## config.mk

```make
export PLATFORM = sky130hd
export DESIGN_NAME = sdrstick_rx_mux
export DESIGN_NICKNAME = d
export VERILOG_FILES = /design/src/rtl/sdrstick_rx_pkg.sv /design/src/rtl/sdrstick_rx_chan_capture.sv /design/src/rtl/sdrstick_rx_mux.sv
export SDC_FILE = /design/constraint.sdc
export NUM_CORES = 1
export LEC_CHECK = 0
export BUFFER_PORTS_ARGS = -buffer_cell sky130_fd_sc_hd__buf_4
export CAP_MARGIN = 20
export CORE_MARGIN = 8
export CORE_UTILIZATION = 46
export CTS_BUF_LIST = sky130_fd_sc_hd__clkbuf_16
export DETAILED_ROUTE_END_ITERATION = 10
export PLACE_DENSITY = 0.72
export SLEW_MARGIN = 20
export SYNTH_ARGS = -nofsm -noshare
export SYNTH_HDL_FRONTEND = slang
export SYNTH_SLANG_ARGS = --single-unit
```

## constraint.sdc

```tcl
create_clock -name clk -period 8 [get_ports clk]
set_input_delay 0.4 -clock clk [delete_from_list [all_inputs] [get_ports clk]]
set_output_delay 0.4 -clock clk [all_outputs]
set_load 0.03 [all_outputs]
```

## src/rtl/sdrstick_rx_pkg.sv

```systemverilog
// Shared constants, state encoding and a channel-search helper for the
// multi-channel receiver sample multiplexer.
package sdrstick_rx_pkg;

  localparam logic [3:0]  ADDR_CTRL       = 4'd0;
  localparam logic [3:0]  ADDR_RATE       = 4'd1;
  localparam logic [3:0]  ADDR_OVERFLOW   = 4'd2;
  localparam logic [3:0]  ADDR_FRAMES     = 4'd3;
  localparam logic [3:0]  ADDR_PHASE_BASE = 4'd8;

  localparam logic [7:0]  HDR_MAGIC   = 8'hA5;
  localparam logic [31:0] RESET_PHASE = 32'd2863313051;
  localparam logic [5:0]  RESET_RATE  = 6'd10;

  typedef enum logic [1:0] {
    ST_IDLE,
    ST_HDR,
    ST_I,
    ST_Q
  } rx_state_e;

  // Lowest set bit of mask at index >= first; result is {found, index}.
  function automatic logic [3:0] find_channel(input logic [7:0] mask, input logic [3:0] first);
    logic [3:0] r;
    r = 4'h0;
    for (int i = 7; i >= 0; i--) begin
      if (mask[i] && (4'(i) >= first)) r = {1'b1, 3'(i)};
    end
    return r;
  endfunction

endpackage

```

## src/rtl/sdrstick_rx_chan_capture.sv

```systemverilog
// One receiver channel's capture register with its valid flag and an
// overflow pulse raised when unread data is overwritten.
module sdrstick_rx_chan_capture #(
  parameter int SAMPLE_WIDTH = 24
) (
  input  logic                           clk,
  input  logic                           reset,
  input  logic                           enable,
  input  logic                           arm,
  input  logic                           strobe,
  input  logic                           take,
  input  logic signed [SAMPLE_WIDTH-1:0] in_i,
  input  logic signed [SAMPLE_WIDTH-1:0] in_q,
  output logic signed [SAMPLE_WIDTH-1:0] cap_i,
  output logic signed [SAMPLE_WIDTH-1:0] cap_q,
  output logic                           valid,
  output logic                           overflow
);

  logic capture;

  assign capture = enable && arm && strobe;
  // Overwriting on the edge the frame takes the old sample loses nothing.
  assign overflow = capture && valid && !take;

  always_ff @(posedge clk) begin
    if (reset) begin
      valid <= 1'b0;
    end else if (!enable) begin
      valid <= 1'b0;
    end else if (capture) begin
      valid <= 1'b1;
    end else if (take) begin
      valid <= 1'b0;
    end
  end

  // NOTE: sample data carries no reset; valid alone says whether it means anything.
  always_ff @(posedge clk) begin
    if (capture) begin
      cap_i <= in_i;
      cap_q <= in_q;
    end
  end

endmodule

```

## src/rtl/sdrstick_rx_mux.sv

```systemverilog
// Multi-channel I/Q capture, framing and FIFO emission with the CPU-visible
// control registers (enable, mask, tag, rate, overflow, frames, phase words).
module sdrstick_rx_mux
  import sdrstick_rx_pkg::*;
#(
  parameter int NUM_CHANNELS = 4,
  parameter int SAMPLE_WIDTH = 24
) (
  input  logic                             clk,
  input  logic                             reset,
  input  logic [NUM_CHANNELS-1:0]          in_strobe,
  input  logic [NUM_CHANNELS*SAMPLE_WIDTH-1:0] in_i,
  input  logic [NUM_CHANNELS*SAMPLE_WIDTH-1:0] in_q,
  input  logic                             fifo_full,
  output logic [31:0]                      fifo_writedata,
  output logic                             fifo_write,
  input  logic [3:0]                       ctl_address,
  input  logic                             ctl_read,
  input  logic                             ctl_write,
  input  logic [31:0]                      ctl_writedata,
  output logic [31:0]                      ctl_readdata,
  output logic [NUM_CHANNELS*32-1:0]       phase_word,
  output logic [5:0]                       rate,
  output logic                             debug_led
);

  localparam logic [7:0] CHAN_BITS = 8'((1 << NUM_CHANNELS) - 1);

  logic        enable, tag, enable_eff, frame_start;
  logic [7:0]  mask, active_mask, valid, ovf, take;
  logic [7:0]  seq, frame_seq;
  logic [31:0] ovf_count, frames, rd_data;
  logic [32:0] ovf_sum;
  logic [3:0]  ovf_inc, first_ch, next_ch;
  logic [2:0]  ch;
  rx_state_e   state;

  logic signed [SAMPLE_WIDTH-1:0] cap_i [8];
  logic signed [SAMPLE_WIDTH-1:0] cap_q [8];
  logic signed [SAMPLE_WIDTH-1:0] bank_i [8];
  logic signed [SAMPLE_WIDTH-1:0] bank_q [8];

  // A CTRL write clearing enable must stop capture and emission on that same edge.
  assign enable_eff  = (ctl_write && ctl_address == ADDR_CTRL) ? ctl_writedata[0] : enable;
  assign frame_start = (state == ST_IDLE) && enable_eff && (mask != 8'h0) && ((valid & mask) == mask);
  assign take        = frame_start ? mask : 8'h0;

  for (genvar n = 0; n < 8; n++) begin : g_chan
    if (n < NUM_CHANNELS) begin : g_live
      sdrstick_rx_chan_capture #(.SAMPLE_WIDTH(SAMPLE_WIDTH)) u_cap (
        .clk      (clk),
        .reset    (reset),
        .enable   (enable_eff),
        .arm      (mask[n]),
        .strobe   (in_strobe[n]),
        .take     (take[n]),
        .in_i     (in_i[n*SAMPLE_WIDTH +: SAMPLE_WIDTH]),
        .in_q     (in_q[n*SAMPLE_WIDTH +: SAMPLE_WIDTH]),
        .cap_i    (cap_i[n]),
        .cap_q    (cap_q[n]),
        .valid    (valid[n]),
        .overflow (ovf[n])
      );
    end else begin : g_none
      assign cap_i[n] = '0;
      assign cap_q[n] = '0;
      assign valid[n] = 1'b0;
      assign ovf[n]   = 1'b0;
    end
  end

  always_ff @(posedge clk) begin
    if (frame_start) begin
      for (int n = 0; n < 8; n++) begin
        bank_i[n] <= cap_i[n];
        bank_q[n] <= cap_q[n];
      end
    end
  end

  // NOTE: combinational blocks assign a default first so no path can infer a latch.
  always_comb begin
    ovf_inc = 4'h0;
    for (int n = 0; n < 8; n++) ovf_inc = ovf_inc + {3'b0, ovf[n]};
    ovf_sum  = {1'b0, ovf_count} + 33'(ovf_inc);
    first_ch = find_channel(mask, 4'h0);
    next_ch  = find_channel(active_mask, {1'b0, ch} + 4'd1);
  end

  assign fifo_write = (state != ST_IDLE) && !fifo_full;
  assign debug_led  = (state != ST_IDLE);

  always_comb begin
    fifo_writedata = 32'h0;
    case (state)
      ST_HDR:  fifo_writedata = {HDR_MAGIC, frame_seq, active_mask, 8'(NUM_CHANNELS)};
      ST_I:    fifo_writedata = 32'(bank_i[ch]);
      ST_Q:    fifo_writedata = 32'(bank_q[ch]);
      default: fifo_writedata = 32'h0;
    endcase
  end

  always_ff @(posedge clk) begin
    if (reset) begin
      state       <= ST_IDLE;
      ch          <= 3'd0;
      seq         <= 8'd0;
      frame_seq   <= 8'd0;
      active_mask <= 8'h0;
      frames      <= 32'd0;
    end else if (!enable_eff) begin
      state <= ST_IDLE;
    end else begin
      case (state)
        ST_IDLE: begin
          if (frame_start) begin
            active_mask <= mask;
            frame_seq   <= seq;
            seq         <= seq + 8'd1;
            frames      <= frames + 32'd1;
            ch          <= first_ch[2:0];
            state       <= tag ? ST_HDR : ST_I;
          end
        end
        ST_HDR: if (fifo_write) state <= ST_I;
        ST_I:   if (fifo_write) state <= ST_Q;
        ST_Q: begin
          if (fifo_write) begin
            if (next_ch[3]) begin
              ch    <= next_ch[2:0];
              state <= ST_I;
            end else begin
              state <= ST_IDLE;
            end
          end
        end
        default: state <= ST_IDLE;
      endcase
    end
  end

  always_comb begin
    rd_data = 32'h0;
    case (ctl_address)
      ADDR_CTRL:     rd_data = {16'h0, mask, 6'h0, tag, enable};
      ADDR_RATE:     rd_data = {26'h0, rate};
      ADDR_OVERFLOW: rd_data = ovf_count;
      ADDR_FRAMES:   rd_data = frames;
      default: begin
        if (ctl_address[3] && (int'(ctl_address[2:0]) < NUM_CHANNELS))
          rd_data = phase_word[{ctl_address[2:0], 5'b0} +: 32];
      end
    endcase
  end

  always_ff @(posedge clk) begin
    if (reset) begin
      enable       <= 1'b0;
      tag          <= 1'b0;
      mask         <= 8'h0;
      rate         <= RESET_RATE;
      phase_word   <= {NUM_CHANNELS{RESET_PHASE}};
      ovf_count    <= 32'd0;
      ctl_readdata <= 32'd0;
    end else begin
      if (ctl_write) begin
        case (ctl_address)
          ADDR_CTRL: begin
            enable <= ctl_writedata[0];
            tag    <= ctl_writedata[1];
            mask   <= ctl_writedata[15:8] & CHAN_BITS;
          end
          ADDR_RATE: rate <= ctl_writedata[5:0];
          default: begin
            if ((ctl_address & ADDR_PHASE_BASE) != 4'h0 && (int'(ctl_address[2:0]) < NUM_CHANNELS))
              phase_word[{ctl_address[2:0], 5'b0} +: 32] <= ctl_writedata;
          end
        endcase
      end
      if (ctl_write && ctl_address == ADDR_OVERFLOW) ovf_count <= 32'd0;
      else if (ovf_sum[32])                          ovf_count <= 32'hFFFF_FFFF;
      else                                           ovf_count <= ovf_sum[31:0];
      if (ctl_read && !ctl_write) ctl_readdata <= rd_data;
    end
  end

endmodule

```

==> results.txt <==
----------------------------------------------------
[Run status]
  Outcome ... complete, no violations

[Clock network]
  Post-CTS Resized ... 0
  Clock tree sinks ... between 600 and 700
  CTS tree ... done
  Clk root buf ... sky130_fd_sc_hd__clkbuf_16
  CTS Buf Count ... 69
  Clock transition at path regs ... approximately 0.06 ns
  Total number of H-tree levels ... 3
  Clock tree buffer depth ... 3
  Clk Latency, worst-skew pair ... ~0.64 ns

[Power and ir drop]
  Part of the power in the clock network ... about 44%
  Sequential fraction of design power ... approximately half
  Pint ... 5.42 mW
  Total power per unit cell area ... 212 nW/um2
  Power dissipated by switching net loads ... around 1.6 mW
  Comb pwr share ... between 5 and 6%
  Overall power ... just over 7 mW
  Lkg Pwr ... 11.9 nW
  Switching part of the total ... about a quarter
  VDD IR max ... just over 0.2 mV

[Logic synthesis]
  Warnings from Yosys ... 0
  Mapped Nets ... approximately 2100
  Post-synth EDFFs ... 384
  Synth area leader ... sky130_fd_sc_hd__edfxtp_1
  Post-synth ARST share ... 0%
  Cell count after synthesis ... 1901
  Post-synthesis sequential area ratio ... approximately two thirds
  Distinct cell type count of the synthesized netlist ... 66
  Area share of the largest cell type after synthesis ... a little under half
  Mean Syn Cell Area ... about 13 um2
  Most frequently used flop master after synthesis ... sky130_fd_sc_hd__edfxtp_1
  Cell area after synthesis ... 25100 um2
  Ranking of synthesized cells by area ... sky130_fd_sc_hd__edfxtp_1 46%, sky130_fd_sc_hd__dfxtp_1 21%, sky130_fd_sc_hd__mux4_2 7.2%, sky130_fd_sc_hd__nand2_1 4.2%, sky130_fd_sc_hd__a21oi_1 3.0%
  Count of state elements after synthesis ... between 600 and 700

[Critical path]
  Critical Path RT ... about 8.5 ns
  Critical Setup Path Class ... input port to register
  Critical-path maximum fanout ... 47
  Register-to-Register Path Depth ... 16
  Crit start category ... input port
  Signal arrival time at the worst endpoint ... around 6.6 ns
  Setup crit end kind ... register

[Floorplan]
  Total die area ... a little over 60000 um2
  Die outline width ... roughly 250 um
  Initial core utilization ... between 40% and 50%
  Core area ... between 50000 and 60000 um2
  Vertical die dimension ... roughly 250 um
  # rows ... between 80 and 90
  Number of top-level design ports ... between 400 and 500

[Drt]
  # DRC ... 0
  Count of routing violations after the opening detailed-route iteration ... slightly above 2000
  Average wire per cell in the routed design ... 26.4 um
  Wirelength, routed ... roughly 86000 um
  Via-per-instance ratio ... roughly 6
  Pre-antenna DRT Iters ... 8
  Routed via count ... about 19000
  Post-detailed-route count of antenna-violating nets ... 0

[Job]
  Number of max-capacitance violations reported ... 0

[Placed design]
  Port-buffer cells ... around 440
  HPWL Detailed ... 52600 um
  Final GP Congestion ... 0.866
  Pre-CTS worst setup slack ... 1.46 ns

[Min path]
  Worst hold-check path type ... input port to register
  Cell depth of the worst hold path ... 3

[Timing]
  Timing-limited maximum frequency ... roughly 0.17 GHz
  Worst Hold Margin ... between 0.03 and 0.04 ns
  Total negative slack ... 0 ns
  Number of setup violations in the final report ... 0
  Unrepaired setup endpoints after global routing ... false
  Final setup skew ... about 0.047 ns
  Minimum clock period ... between 6 and 7 ns
  Setup ws final ... 1.99 ns
  Slew HR ... 25.7%
  Slew at the pin with the worst max-slew slack ... 1.11 ns
  Slew Limit Fails ... 0
  Period Utilization, post-route ... between 70 and 80%
  Final count of hold timing violations ... 0

[Final layout]
  Commonest cells after routing, fill and taps aside ... 458 x sky130_fd_sc_hd__buf_4, 384 x sky130_fd_sc_hd__edfxtp_1, 284 x sky130_fd_sc_hd__nand2_1, 264 x sky130_fd_sc_hd__dfxtp_1, 204 x sky130_fd_sc_hd__dlygate4sd3_1
  Number of nets in the layout ... 2759
  Ratio of cells with drive above 1 in the final layout ... 25.9%
  Layout fillers ... ~3900
  Most frequent standard cell in the layout excluding fill and tap cells ... sky130_fd_sc_hd__buf_4
  Syn-to-layout area delta ... 32.6%

[GRT]
  Wire length of the first global-routing pass ... ~130000 um
  Antenna violations before repair ... 10
  Global-route usage over all layers ... 26.7%
  Via count of the first global-routing pass ... around 19000
  Largest net degree at the start of global routing ... roughly 170
  Global-route congestion overflow total ... 0

----------------------------------------------------
[through the flow]
step / utilization (%) / cell area [um2] / cells
CTS: 61.6 / 33200 / 3258
finish: 61.7 / 33300 / 3270
global placement: 53.7 / 29000 / 2931
detailed placement: 53.7 / 29000 / 2931
floorplan: - / 25100 / 1901
global route: 61.7 / 33300 / 3269
[metal layers]
layer  up-vias  wire length [um]  track usage (%)
met3       242              6920             5.57
met4         0              4670             13.3
met2      1111             43300             45.5
met5         -                 0                0
li1       8389                 -                -
met1      9505             31400             31.9
[area by class of cell]
type	count	area (um2)	area share, %
sequential	650	16900	50.7
timing repair buffer	665	5540	16.7
inverter	29	116	0.350
multi-input combinational	1096	7650	23.0
tap	696	871	2.62
clock inverter	53	443	1.33
antenna	11	27.5	0.0828
clock buffer	70	1750	5.27
[repair_timing]
| item | in CTS | in global routing |
|---|---|---|
| buffers inserted | 0 | 0 |
| hold buffers | 204 | 0 |
| endpoints found under the hold margin | 210 | 0 |
[worst max-delay path, cell delays in order]
cell,delay [ns]
sky130_fd_sc_hd__buf_4,0.46
sky130_fd_sc_hd__inv_1,0.17
sky130_fd_sc_hd__ha_1,0.25
sky130_fd_sc_hd__nand4bb_1,0.31
sky130_fd_sc_hd__mux2i_2,0.11
sky130_fd_sc_hd__buf_4,0.21
sky130_fd_sc_hd__or3_1,0.39
sky130_fd_sc_hd__buf_4,0.24
sky130_fd_sc_hd__inv_8,0.29
sky130_fd_sc_hd__nand2_1,0.15
sky130_fd_sc_hd__nand3_1,0.13
sky130_fd_sc_hd__fa_1,0.44
sky130_fd_sc_hd__fa_1,0.46
sky130_fd_sc_hd__inv_1,0.09
sky130_fd_sc_hd__fa_1,0.21
sky130_fd_sc_hd__and2_0,0.35
sky130_fd_sc_hd__nand4_2,0.23
sky130_fd_sc_hd__or4_1,1.01
sky130_fd_sc_hd__and4_1,0.42
sky130_fd_sc_hd__a211oi_2,0.20
[synth_stat cells, drive strengths merged, types with 17 or more instances]
cell type and instances:
a211o 39, a21oi 150, a22oi 22, a311oi 25, and3 37, buf 33, clkbuf 93, dfxtp 266
edfxtp 384, inv 28, mux2i 17, mux4 80, nand2 284, nand3 65, nand3b 27, nand4 24
nor2 82, o21ai 35, xnor2 17
[worst paths after layout]
kind / slack [ns] / endpoint / start
max: 1.99 / ovf_count[29]$_SDFF_PP0_ / ctl_address[1]
min: 0.04 / phase_word[7]$_SDFFE_PP1P_ / ctl_writedata[7]
max reg2reg: 2.17 / ovf_count[29]$_SDFF_PP0_ / state[1]$_SDFFE_PP0P_
min reg2reg: 0.41 / bank_q[2][10]$_DFFE_PN_ / g_chan[2].g_live.u_cap.cap_q[10]$_DFFE_PN_
[registers in the layout (all words and copies together) (netlist names), 6 cells and up, named ones only]
signal	cells
bank_i	96
bank_q	96
ctl_readdata	32
frame_seq	8
frames	32
g_chan.g_live.u_cap.cap_i	96
g_chan.g_live.u_cap.cap_q	96
ovf_count	32
phase_word	128
rate	6
seq	8
[logic make-up after synthesis]
logic type	Yosys count	synth area share (%)
DFF	650	67.2
AOI/OAI and AO/OA	341	8.82
and+or+nand+nor	613	11.7
muxes	103	8.14
adders and majority gates	11	0.638
xor gates and xnor gates	28	0.977
buffers and inverters	155	2.53
[power by group through the flow]
stage | Combinational [mW] | Sequential (mW) | Clock (mW)
after floorplan | 0.0831 | 3.65 | 0
after global placement | 0.270 | 3.62 | 0
after detailed placement | 0.273 | 3.62 | 0
after CTS | 0.358 | 3.55 | 3.10
after global routing | 0.389 | 3.55 | 3.30
final | 0.373 | 3.55 | 3.14
No activity file was read; power rests on OpenSTA's default activity.
